==> src/rtl/hazard_scoreboard_if.sv <==
// ID-stage hazard interface: decoded source/destination info in, stall decision and status out.
interface hazard_scoreboard_if #(
    parameter int unsigned CNT_W = 16
);
    logic             id_valid;
    logic [3:0]       id_src1;
    logic [3:0]       id_src2;
    logic             id_two_src;
    logic             id_wb_en;
    logic [3:0]       id_dest;
    logic             id_mem_read;
    logic             forward_en;
    logic             flush;
    logic             sram_ready;
    logic             hazard;
    logic             freeze;
    logic [3:0]       exe_dest;
    logic [CNT_W-1:0] stall_cnt;

    modport master (
        output id_valid, id_src1, id_src2, id_two_src, id_wb_en, id_dest, id_mem_read,
        output forward_en, flush, sram_ready,
        input  hazard, freeze, exe_dest, stall_cnt
    );

    modport slave (
        input  id_valid, id_src1, id_src2, id_two_src, id_wb_en, id_dest, id_mem_read,
        input  forward_en, flush, sram_ready,
        output hazard, freeze, exe_dest, stall_cnt
    );
endinterface

==> src/rtl/hazard_scoreboard.sv <==
// Tracks register writes in flight through EXE/MEM/WB and stalls the ID instruction when
// forwarding cannot supply one of its operands.
module hazard_scoreboard #(
    parameter bit          WB_BYPASS = 1'b1,
    parameter int unsigned CNT_W     = 16
) (
    input logic                clk,
    input logic                rst,
    hazard_scoreboard_if.slave bus
);

    typedef struct packed {
        logic       v;
        logic       wb;
        logic [3:0] dest;
        logic       ld;
    } slot_t;

    slot_t            exe_q, mem_q, wb_q, exe_d;
    logic [CNT_W-1:0] cnt_q, cnt_d;
    logic             live, issue, hz;
    logic             exe_stall, mem_stall, wb_stall;

    // With forwarding on, only a load result is still unavailable to the next instruction.
    function automatic logic slot_stall(input slot_t s, input logic [3:0] r1,
                                        input logic [3:0] r2, input logic use2,
                                        input logic fwd);
        logic hit;
        hit = s.v & s.wb & ((s.dest == r1) | (use2 & (s.dest == r2)));
        return hit & (~fwd | s.ld);
    endfunction

    always_comb begin
        live      = bus.id_valid & ~bus.flush;
        exe_stall = slot_stall(exe_q, bus.id_src1, bus.id_src2, bus.id_two_src, bus.forward_en);
        mem_stall = slot_stall(mem_q, bus.id_src1, bus.id_src2, bus.id_two_src, bus.forward_en);
        wb_stall  = slot_stall(wb_q, bus.id_src1, bus.id_src2, bus.id_two_src, bus.forward_en);
        hz        = live & (exe_stall |
                            (~bus.forward_en & (mem_stall | (~WB_BYPASS & wb_stall))));
        issue     = live & ~hz;

        exe_d = '0;
        if (issue) begin
            exe_d = '{v: 1'b1, wb: bus.id_wb_en, dest: bus.id_dest, ld: bus.id_mem_read};
        end

        cnt_d = cnt_q;
        if (hz && (cnt_q != {CNT_W{1'b1}})) begin
            cnt_d = cnt_q + CNT_W'(1);
        end
    end

    // A busy memory stage freezes every slot and the counter together.
    always_ff @(posedge clk) begin
        if (rst) begin
            exe_q <= '0;
            mem_q <= '0;
            wb_q  <= '0;
            cnt_q <= '0;
        end else if (bus.sram_ready) begin
            wb_q  <= mem_q;
            mem_q <= exe_q;
            exe_q <= exe_d;
            cnt_q <= cnt_d;
        end
    end

    assign bus.hazard    = hz;
    assign bus.freeze    = ~bus.sram_ready;
    assign bus.exe_dest  = exe_q.dest;
    assign bus.stall_cnt = cnt_q;

endmodule

==> src/flat_wrapper.sv <==
// flat-port wrapper written by rule: the top's interface ports become plain ports
module hazard_scoreboard_flat 
#(
    parameter bit          WB_BYPASS = 1'b1,
    parameter int unsigned CNT_W     = 16
)
  (clk, rst, bus_id_valid, bus_id_src1, bus_id_src2, bus_id_two_src, bus_id_wb_en, bus_id_dest, bus_id_mem_read, bus_forward_en, bus_flush, bus_sram_ready, bus_hazard, bus_freeze, bus_exe_dest, bus_stall_cnt);
  hazard_scoreboard_if #(.CNT_W(CNT_W)) bus_i ();
  input logic clk;
  input logic rst;
  input wire logic [$bits(bus_i.id_valid)-1:0] bus_id_valid;
  input wire logic [$bits(bus_i.id_src1)-1:0] bus_id_src1;
  input wire logic [$bits(bus_i.id_src2)-1:0] bus_id_src2;
  input wire logic [$bits(bus_i.id_two_src)-1:0] bus_id_two_src;
  input wire logic [$bits(bus_i.id_wb_en)-1:0] bus_id_wb_en;
  input wire logic [$bits(bus_i.id_dest)-1:0] bus_id_dest;
  input wire logic [$bits(bus_i.id_mem_read)-1:0] bus_id_mem_read;
  input wire logic [$bits(bus_i.forward_en)-1:0] bus_forward_en;
  input wire logic [$bits(bus_i.flush)-1:0] bus_flush;
  input wire logic [$bits(bus_i.sram_ready)-1:0] bus_sram_ready;
  output wire logic [$bits(bus_i.hazard)-1:0] bus_hazard;
  output wire logic [$bits(bus_i.freeze)-1:0] bus_freeze;
  output wire logic [$bits(bus_i.exe_dest)-1:0] bus_exe_dest;
  output wire logic [$bits(bus_i.stall_cnt)-1:0] bus_stall_cnt;
  assign bus_i.id_valid = bus_id_valid;
  assign bus_i.id_src1 = bus_id_src1;
  assign bus_i.id_src2 = bus_id_src2;
  assign bus_i.id_two_src = bus_id_two_src;
  assign bus_i.id_wb_en = bus_id_wb_en;
  assign bus_i.id_dest = bus_id_dest;
  assign bus_i.id_mem_read = bus_id_mem_read;
  assign bus_i.forward_en = bus_forward_en;
  assign bus_i.flush = bus_flush;
  assign bus_i.sram_ready = bus_sram_ready;
  assign bus_hazard = bus_i.hazard;
  assign bus_freeze = bus_i.freeze;
  assign bus_exe_dest = bus_i.exe_dest;
  assign bus_stall_cnt = bus_i.stall_cnt;
  hazard_scoreboard #(.WB_BYPASS(WB_BYPASS), .CNT_W(CNT_W)) u_core (.clk(clk), .rst(rst), .bus(bus_i));
endmodule
==> config.mk <==
export PLATFORM = sky130hd
export DESIGN_NAME = hazard_scoreboard_flat
export DESIGN_NICKNAME = d
export VERILOG_FILES = /design/src/rtl/hazard_scoreboard_if.sv /design/src/rtl/hazard_scoreboard.sv /design/src/flat_wrapper.sv
export SDC_FILE = /design/constraint.sdc
export NUM_CORES = 1
export LEC_CHECK = 0
export CAP_MARGIN = 20
export CORE_MARGIN = 3
export CORE_UTILIZATION = 51
export DETAILED_ROUTE_END_ITERATION = 16
export PLACE_DENSITY = 0.84
export RECOVER_POWER = 25
export REMOVE_ABC_BUFFERS = 1
export SLEW_MARGIN = 20
export SYNTH_ARGS = -nofsm -noshare
export SYNTH_HDL_FRONTEND = slang
export SYNTH_SLANG_ARGS = --single-unit
==> constraint.sdc <==
create_clock -name clk -period 6.28 [get_ports clk]
set_clock_uncertainty 0.1 [all_clocks]
set_input_delay 0.628 -clock clk [delete_from_list [all_inputs] [get_ports clk]]
set_output_delay 0.628 -clock clk [all_outputs]
set_load 0.02 [all_outputs]
==> out/results.txt <==
status: finished clean
# Post-CTS Setup Buffers: 0
r2r worst-path depth: 6
Gate power share: 0.101
Reg power frac: 0.531
PostCTS Resize Cnt: 0
CTS H-tree lvls: 2
clock latency on the worst-skew pair: 0.33 ns
highest-delay cell along the critical path: clkdlybuf4s50_1
Worst-path clk slew: 0.08 ns
RSZ-0062 raised after global routing: false
crit path capture type: primary output
DR DRC count: 0
leakage power: 0.760 nW
initial antenna violation count: 0
maximum VDD drop: 0.000175 V
Yosys Warn Count: 0
gr ovfl total: 0
detailed-route via count: 1483
DP Wirelength: 2830 um
area delta synth->final: 28.5%
FF-to-FF Start: u_core.bus.exe_dest[3]$_SDFFE_PP0P_
CP Max Fanout: 32
crit-path cells: clkdlybuf4s50_1 > xor2_1 > nor4_1 > a31oi_1 > o22a_1 > nor3b_1 > clkdlybuf4s50_1
worst-margin pin slew: 0.966 ns
Row Count: 19
Synth Area per Inst: 8.84 um2
Port-buffer cells: 42
Hold Buf Count CTS: 0
Synth Register Bits: 29
Final Util: 0.713
1st-iter DRT viols: 124
Worst EP required: 5.55 ns
gr usage total: 0.225
clock buffer depth: 2
Fillers: 234
first-pass GRT wire length: 6270 um
largest area contributor in the netlist: dfxtp_1
PwrDens: 173 nW/um2
max-cap violations: 0
Vert. Die Dim: 61.7 um
hold depth: 2
Synth cell types: 40
power share of the clock group: 0.368
Psw: 0.0830 mW
layout cells sized above 1: 0.0880
Nets: 237
dpl cells: 239
CTS tree: done
delay of the slowest cell on the worst path: 0.64 ns
Achievable Freq: 254 MHz
CTS sink cnt: 29
post-route setup TNS: 0 ns
wire per inst: 15.9 um
reg2reg end: u_core.bus.stall_cnt[11]$_SDFFE_PP0P_
Worst slew margin: 0.356
Final Instance Count excl. Fillers: 247
vias in the first global route: 1421
DRT Wirelength: 3930 um
synthesized area: 1580 um2
Cell Int Power: 0.270 mW
Worst Path Arrival: 3.20 ns
Hold Crit Class: register to register
Hold Path Origin: u_core.exe_q[0]$_SDFFE_PP0P_
share of the synthesized area in the top cell type: 0.367
final setup fails: 0
cells after synthesis: 179
Antenna diodes: 0
switching fraction of total power: 0.235
Clk Tree Root Cell: clkbuf_4
Slew Limit Fails: 0
post-synthesis sequential area ratio: 0.367
Post-DRT Antenna Nets: 0
chip width: 61.7 um
GP Congestion: 0.894
DRT Pass-1 Iters: 4
critical path startpoint category: primary input
pin count of the biggest net entering global routing: 37
initial core utilization: 0.555
Avg Vias per Cell: 6.00
I/O pin cnt: 43
crit path time final: 3.93 ns
kind of critical path: primary input to primary output
die footprint: 3810 um2
Worst path most repeated cell: clkdlybuf4s50_1
R2R setup slack: 3.60 ns
final hold violations: 0
CTS Buf Count: 5
hold endpoint: u_core.exe_q[0]$_SDFFE_PP0P_
ranking of synthesized cells by area: dfxtp_1 37%, xor2_1 7.7%, nor2_1 5.2%, mux2i_1 4.4%, mux2_2 4.3%
Core ar.: 2850 um2
final period utilization: 0.626
[cell families (layout without fill, tap and decap cells)]
| logic type | Yosys count | after routing | share of synthesized area |
|---|---|---|---|
| AND/OR/NAND/NOR | 73 | 73 | 0.258 |
| adder cells (fa/ha/maj) | 1 | 1 | 0.00790 |
| flip-flops | 29 | 29 | 0.367 |
| XOR/XNOR | 16 | 16 | 0.0885 |
| multiplexers | 13 | 13 | 0.0870 |
| AO/OA/AOI/OAI | 30 | 30 | 0.130 |
| buffers and inverters | 17 | 54 | 0.0624 |
[per-stage QoR]
stage / power [mW] / setup slack (ns) / instance area, um2 / hold WS [ns]
detailed placement: 0.227 / 2.37 / 1960 / 0.378
global route: 0.369 / 2.23 / 2030 / 0.440
global placement: 0.226 / 2.53 / 1960 / 0.365
CTS: 0.359 / 2.36 / 2030 / 0.400
finish: 0.353 / 2.35 / 2030 / 0.401
floorplan: 0.204 / 3.41 / 1500 / 0.351
[registers in the layout, indices dropped and copies added, names as in the netlist]
register and count:
u_core.bus.stall_cnt 16, u_core.mem_q 6, u_core.bus.exe_dest 4, u_core.exe_q 3
[critical path: cells and delay by family]
kind,cells,cell delay (ns)
AOI/OAI and AO/OA,2,0.64
xor gates and xnor gates,1,0.17
buffers and inverters,2,1.10
and+or+nand+nor,2,0.65
[worst max-delay path by stage]
stage	end	startpoint	slack, ns
6_report	bus_hazard	bus_id_src1[3]	2.35
5_1_grt	bus_hazard	bus_id_src1[3]	2.23
4_1_cts	bus_hazard	bus_id_src1[3]	2.36
3_5_place_dp	bus_hazard	bus_id_src1[3]	2.37
3_3_place_gp	bus_hazard	bus_id_src1[3]	2.53
2_1_floorplan	bus_hazard	bus_id_src1[3]	3.41
[area by class of cell]
type	instances	area (um2)	area share
timing repair buffer	43	428	0.210
clock buffer	7	65.1	0.0320
sequential	29	581	0.285
clock inverter	1	5.00	0.00246
tap	31	38.8	0.0191
multi-input combinational	133	903	0.444
inverter	3	13.8	0.00677
[synthesized netlist by cell type (all sizes together)]
| cell | instances |
|---|---|
| nand4 | 3 |
| nor4b | 1 |
| nand3 | 7 |
| or3 | 2 |
| xor2 | 14 |
| nor2 | 22 |
| or4 | 7 |
| nor2b | 6 |
| nor4 | 3 |
| nand2b | 2 |
| buf | 8 |
| or2 | 1 |
| a21oi | 9 |
| o22a | 1 |
| nand2 | 6 |
| o21ai | 2 |
| dfxtp | 29 |
| nor3b | 3 |
| inv | 3 |
| and3 | 2 |
| o211ai | 1 |
| mux2i | 7 |
| o31ai | 7 |
| xnor2 | 2 |
| ha | 1 |
| o41ai | 1 |
| mux2 | 6 |
| a32oi | 6 |
| a22oi | 1 |
| or4b | 1 |
| nor3 | 7 |
| a31oi | 2 |
| clkbuf | 6 |
[layout by cell type (no fill, tap or decap), drive strengths merged, types with 3 or more instances in the layout]
cell / count
xor2: 14
clkbuf: 7
mux2: 6
nor3b: 3
a21oi: 9
nand4: 3
a32oi: 6
nor4: 3
nor3: 7
mux2i: 7
nor2b: 6
o31ai: 7
dlygate4sd3: 7
nand2: 6
or4: 7
clkdlybuf4s50: 35
nor2: 22
nand3: 7
dfxtp: 29
inv: 3
[per-layer routing]
layer | GRT usage | wire length (um) | up-vias
li1 | - | - | 720
met1 | 0.250 | 1620 | 693
met2 | 0.398 | 1980 | 66
met3 | 0.0682 | 281 | 4
met4 | 0.0909 | 43 | 0
met5 | 0 | 0 | -
[power groups by stage]
stage,clock [mW],sequential (mW),combinational (mW)
finish,0.130,0.187,0.0357
global route,0.142,0.188,0.0385
CTS,0.136,0.187,0.0357
detailed placement,0,0.192,0.0353
global placement,0,0.192,0.0340
floorplan,0,0.192,0.0117
Power figures use the tool's default switching activity.
